$ cat config.mk
export PLATFORM = sky130hd
export DESIGN_NAME = stack_ctrl
export DESIGN_NICKNAME = d
export VERILOG_FILES = /design/src/rtl/stack_ctrl.sv
export SDC_FILE = /design/constraint.sdc
export NUM_CORES = 2
export LEC_CHECK = 0
export CORE_MARGIN = 2
export CORE_UTILIZATION = 68
export DETAILED_ROUTE_END_ITERATION = 12
export PLACE_DENSITY = 0.95
export SETUP_SLACK_MARGIN = 0.1
export SLEW_MARGIN = 10
export SYNTH_ARGS = -nofsm -noshare
export SYNTH_HDL_FRONTEND = slang
export SYNTH_SLANG_ARGS = --single-unit
$ cat constraint.sdc
create_clock -name clk -period 15.95 [get_ports clk]
set_input_delay 3.9875 -clock clk [delete_from_list [all_inputs] [get_ports clk]]
set_output_delay 3.9875 -clock clk [all_outputs]
set_load 0.03 [all_outputs]
$ cat src/rtl/stack_ctrl.sv
// Calculator stack command sequencer: expands one RPN command into
// paced push/pop pulses on the stack port and returns one response.
module stack_ctrl #(
  parameter int STACK_DEPTH = 512
) (
  input  logic        clk,
  input  logic        reset,
  input  logic        cmd_valid,
  output logic        cmd_ready,
  input  logic [2:0]  cmd_op,
  input  logic [31:0] cmd_num,
  output logic        st_push,
  output logic        st_pop,
  output logic [31:0] st_num,
  input  logic [9:0]  st_size,
  input  logic [31:0] st_top,
  input  logic        st_error,
  input  logic        st_vld,
  output logic        rsp_valid,
  output logic [1:0]  rsp_err,
  output logic [31:0] rsp_top
);

  typedef enum logic [2:0] {
    IDLE, ISSUE, GUARD, WAIT, RESP
  } state_t;

  typedef enum logic [2:0] {
    OP_PUSH, OP_DROP, OP_ADD, OP_SUB,
    OP_MUL, OP_DUP, OP_SWAP, OP_NOP
  } op_t;

  localparam logic [9:0] FULL = 10'(STACK_DEPTH);
  localparam logic [1:0] E_OK    = 2'd0;
  localparam logic [1:0] E_UNDER = 2'd1;
  localparam logic [1:0] E_OVER  = 2'd2;
  localparam logic [1:0] E_FAULT = 2'd3;

  state_t      state;
  op_t         op_q;
  logic [31:0] num_q;
  logic [31:0] x_q;
  logic [31:0] y_q;
  logic [1:0]  step;

  op_t         cop;
  logic        accept;
  logic        underflow;
  logic        overflow;
  logic [1:0]  last;

  op_t         op_s;
  logic [31:0] num_s;
  logic [31:0] y_s;
  logic [1:0]  step_s;
  logic [31:0] res;
  logic        nx_push;
  logic        nx_pop;
  logic [31:0] nx_num;

  assign cop       = op_t'(cmd_op);
  assign cmd_ready = (state == IDLE) && st_vld && !reset;
  assign accept    = cmd_valid && cmd_ready;

  always_comb begin
    underflow = 1'b0;
    overflow  = 1'b0;
    unique case (1'b1)
      (cop == OP_DROP),
      (cop == OP_DUP):
        underflow = (st_size == 10'd0);
      (cop == OP_ADD),
      (cop == OP_SUB),
      (cop == OP_MUL),
      (cop == OP_SWAP):
        underflow = (st_size < 10'd2);
      default: ;
    endcase
    if (cop == OP_PUSH || cop == OP_DUP)
      overflow = (st_size == FULL);
  end

  always_comb begin
    last = 2'd0;
    unique case (op_q)
      OP_ADD, OP_SUB, OP_MUL: last = 2'd2;
      OP_SWAP:                last = 2'd3;
      default:                last = 2'd0;
    endcase
  end

  // At accept the latches are not loaded yet, so decode the live inputs.
  always_comb begin
    if (state == IDLE) begin
      op_s   = cop;
      num_s  = cmd_num;
      y_s    = st_top;
      step_s = 2'd0;
    end else begin
      op_s   = op_q;
      num_s  = num_q;
      y_s    = y_q;
      step_s = step + 2'd1;
    end
  end

  always_comb begin
    res = 32'd0;
    unique case (op_s)
      OP_ADD:  res = x_q + y_s;
      OP_SUB:  res = x_q - y_s;
      OP_MUL:  res = x_q * y_s;
      default: res = 32'd0;
    endcase
  end

  always_comb begin
    nx_push = 1'b0;
    nx_pop  = 1'b0;
    nx_num  = 32'd0;
    unique case (op_s)
      OP_PUSH: begin
        nx_push = 1'b1;
        nx_num  = num_s;
      end
      OP_DROP: nx_pop = 1'b1;
      OP_DUP: begin
        nx_push = 1'b1;
        nx_num  = y_s;
      end
      OP_ADD, OP_SUB, OP_MUL: begin
        nx_pop  = (step_s < 2'd2);
        nx_push = (step_s == 2'd2);
        nx_num  = (step_s == 2'd2) ? res : 32'd0;
      end
      OP_SWAP: begin
        nx_pop  = (step_s < 2'd2);
        nx_push = (step_s >= 2'd2);
        nx_num  = (step_s == 2'd2) ? y_s : x_q;
      end
      OP_NOP: ;
    endcase
  end

  always_ff @(posedge clk) begin
    if (reset) begin
      state     <= IDLE;
      op_q      <= OP_NOP;
      num_q     <= 32'd0;
      x_q       <= 32'd0;
      y_q       <= 32'd0;
      step      <= 2'd0;
      st_push   <= 1'b0;
      st_pop    <= 1'b0;
      st_num    <= 32'd0;
      rsp_valid <= 1'b0;
      rsp_err   <= E_OK;
      rsp_top   <= 32'd0;
    end else begin
      st_push   <= 1'b0;
      st_pop    <= 1'b0;
      rsp_valid <= 1'b0;
      unique case (state)
        IDLE: begin
          if (accept) begin
            op_q    <= cop;
            num_q   <= cmd_num;
            y_q     <= st_top;
            step    <= 2'd0;
            rsp_top <= st_top;
            rsp_err <= E_OK;
            if (underflow) begin
              rsp_err   <= E_UNDER;
              rsp_valid <= 1'b1;
              state     <= RESP;
            end else if (overflow) begin
              rsp_err   <= E_OVER;
              rsp_valid <= 1'b1;
              state     <= RESP;
            end else if (cop == OP_NOP) begin
              rsp_valid <= 1'b1;
              state     <= RESP;
            end else begin
              st_push <= nx_push;
              st_pop  <= nx_pop;
              st_num  <= nx_num;
              state   <= ISSUE;
            end
          end
        end
        ISSUE: state <= GUARD;
        GUARD: state <= WAIT;
        WAIT: begin
          if (st_vld) begin
            rsp_top <= st_top;
            if (st_error) begin
              rsp_err   <= E_FAULT;
              rsp_valid <= 1'b1;
              state     <= RESP;
            end else if (step == last) begin
              rsp_valid <= 1'b1;
              state     <= RESP;
            end else begin
              if (step == 2'd0)
                x_q <= st_top;
              step    <= step + 2'd1;
              st_push <= nx_push;
              st_pop  <= nx_pop;
              st_num  <= nx_num;
              state   <= ISSUE;
            end
          end
        end
        RESP:    state <= IDLE;
        default: state <= IDLE;
      endcase
    end
  end

endmodule

==> results_dict.tcl <==
set metrics [dict create \
    vias 24105 \
    cts_hold_buf 0 \
    layout-drive-gt1-share_pct 3.84 \
    cellLeakagePower_nw 13.1 \
    synth_top_family_by_area "adder cells" \
    synthAdderAreaFrac_pct 38.5 \
    initial_core_util_pct 68.6 \
    comb_power_share_pct 43.0 \
    p_seq_share_pct 29.5 \
    power_per_cell_area_nw_per_um2 55.4 \
    postCtsSetupBuffers 0 \
    numCtsBuffers 17 \
    gp_congestion 1.02 \
    drcViolationCount 0 \
    start_kind "input port" \
    fin_crit_sh_pct 76.2 \
    htree_levels 4 \
    wl_um 91200 \
    grt_max_degree 132 \
    slowest_delay_ns 0.83 \
    crit_path_frequent_cell "fa_1" \
    crit_type "in2reg" \
    seq_area_um2 3470 \
    synthMuxAreaShare_pct 3.59 \
    synth_flop_cell "dfxtp_1" \
    portBuffers 151 \
    drt_iter0_markers 2912 \
    internal_power_w 0.000869 \
    rows 72 \
    synthArstFlopShare_pct 0 \
    syn_nets 3783 \
    crit_arrival_ns 12.44 \
    synth_edf_count 0 \
    cap_violations 0 \
    status "finished clean" \
    synthCells 3135 \
    clockBufferDepth 2 \
    finalHoldViolCount 0 \
    diodes 0 \
    cts_tree "built" \
    setup_viol 0 \
    nets 3810 \
    r2r_start "state[0]" \
    synth_area_leaders "fa_1 31%, dfxtp_1 13%, ha_1 7.4%" \
    synth_compound_area_share_pct 11.3 \
    hp-start "st_num[14]" \
    root_buffer "clkbuf_16" \
    avgRoutedWirePerCell_um 24.7 \
    clk_pin_slew_ns 0.08 \
    fin_skew_ns 0.0242 \
    synth.top_cell.area_share_pct 31.0 \
    grt_pass1_vias 25600 \
    grt_first_pass_wirelength_um 141000 \
    maxSlewHeadroom_pct 3.08 \
    cp_max_fo 30 \
    period_needed_ns 12.16 \
    r2r_setup_slack_ns 6.52 \
    hold_depth 2 \
    synthDistinctLibCells 77 \
    dpl.hpwl_um 65300 \
    ys.warnings.count 0 \
    dpl_worst_slack_ns 3.59 \
    crit_path_end_kind "flip-flop" \
    clkPwrFrac_pct 27.5 \
    die_h_um 201 \
    p_sw_w 0.000723 \
    overflow 0 \
    slew_violations 0 \
    fp.coreArea_um2 38500 \
    fmax_mhz 82.3 \
    die_w_um 201 \
    ys_seq_area_share_pct 13.1 \
    rr_worst_depth 25 \
    worstSkewPairLatency_ns 0.45 \
    required_ns 16.24 \
    vdd.ir_drop.worst_v 0.000109 \
    synth_largest_area_cell "fa_1" \
    die_area_um2 40400 \
    boundaryPins 152 \
    synthSimpleGateAreaFrac_pct 20.3 \
    hold_end "st_num[14]" \
    p_sw_share_pct 45.4 \
    rsz0062_at_grt "false" \
    cts_resized 0 \
    fin_ws_ns 3.79 \
    clock_sinks 173 \
    r2r-end "st_num[31]" \
    ys_ff_latch 173 \
    final_antenna_net_count 0 \
    tightest_slew_ns 1.45 \
    startpoint "st_top[4]" \
    grt_antenna_before_repair 2 \
    crit_slowest_cell "nand2_1" \
    worst_hold_path_type "reg2reg" \
    synthXorXnorAreaFrac_pct 4.58 \
    multi_input_area_um2 20700 \
    drtPass1Iterations 9 \
    setup_tns_ns 0 \
    grt.total_usage_pct 45.6 \
    syn_area_per_cell_um2 8.41 \
    viasPerCell 6.53 \
    synthToLayoutAreaGrowth_pct 8.97 \
    fillers 2619 \
    syn_area_um2 26400 \
]
how the worst max path moves through the flow:
stage / end
after floorplan: st_num[31]
after global placement: st_num[31]
after detailed placement: st_num[31]
after CTS: st_num[31]
after global routing: st_num[31]
final: st_num[31]
layout make-up:
class / count / share of cell area, %
clock buffer: 18 / 1.49
clock inverter: 14 / 0.592
inverter: 408 / 5.33
multi-input combinational: 2368 / 71.9
sequential: 173 / 12.1
tap: 518 / 2.25
timing repair buffer: 194 / 6.37
worst max-delay path, delay by kind of cell:
family,cells,cell delay (ns)
and+or+nand+nor,3,1.10
xor gates and xnor gates,8,2.07
AOI/OAI and AO/OA,2,0.46
adders and majority gates,8,3.89
buffers and inverters,5,0.90
power groups by stage:
stage | Combinational (W) | Sequential (W) | Clock (W)
floorplan | 0.000410 | 0.000484 | 0
global placement | 0.000629 | 0.000476 | 0
detailed placement | 0.000643 | 0.000478 | 0
CTS | 0.000649 | 0.000469 | 0.000431
global route | 0.000709 | 0.000472 | 0.000447
finish | 0.000685 | 0.000470 | 0.000437
per-stage QoR:
stage	hold WS [ns]	std cells	instance area (um^2)	power, W	utilization [%]
global route	0.492	3693	28700	0.00163	74.7
CTS	0.463	3693	28700	0.00155	74.7
detailed placement	0.447	3661	28100	0.00112	73.1
finish	0.466	3693	28700	0.00159	74.7
global placement	0.444	3661	28100	0.00111	73.1
floorplan	0.446	3135	26400	0.000894	-
layout by cell type, fill, tap and decap left out, types with 6 or more instances in the layout:
cell             count
nand2_1            479
buf_4               44
a21o_1              18
a31oi_1             17
a211oi_1             8
a221oi_1            23
inv_6                6
inv_1              408
a22oi_1             18
mux2i_1             65
o22ai_1             12
nand3_1             19
nand4_1              9
xor2_1              27
o21a_1              11
ha_1               157
xnor2_1             93
mux2_2              22
clkinv_8             6
nor3_1              20
o21ai_0            134
and3_1              13
and2_1             272
o31ai_1              7
o41ai_1              7
fa_1               409
a221o_1              6
clkbuf_16           17
nor2b_1             36
xnor3_1              7
dfxtp_1            171
a21oi_1            161
clkdlybuf4s50_1    150
nand2b_1            84
o211ai_1             7
nor2_1             133
o21bai_1             8
flip-flops by register name, summed over array words and instances (netlist names):
register and cells:
op_q 3, step 2, y_q 32, st_pop 1, st_num 32, rsp_top 32
rsp_err 2, st_push 1, x_q 32, state 3, num_q 32, rsp_valid 1
cells in the mapped netlist (all sizes together), types with 18 or more instances:
cell	n
xor2	27
mux2i	68
and2	273
nor3	21
nand2b	84
nand3	20
a221oi	23
nor2	134
clkbuf	174
nor2b	36
nand2	479
a21o	18
dfxtp	173
a22oi	18
xnor2	93
ha	157
mux2	23
fa	409
o21ai	135
inv	408
a21oi	162
logic make-up (layout without fill, tap and decap cells):
kind of cell,after synthesis,count (layout)
buffers and inverters,594,634
adder cells (fa/ha/maj),566,566
XOR/XNOR,127,127
flip-flops,173,173
AO/OA/AOI/OAI,483,483
multiplexers,91,91
AND/OR/NAND/NOR,1101,1101
per-layer routing:
metal	routed length, um	GRT usage, %	vias up
li1	-	-	10012
met1	31100	54.6	11621
met2	40900	71.2	1880
met3	11700	13.0	590
met4	7530	31.7	2
met5	10	0	-
No activity file was read; power rests on OpenSTA's default activity.
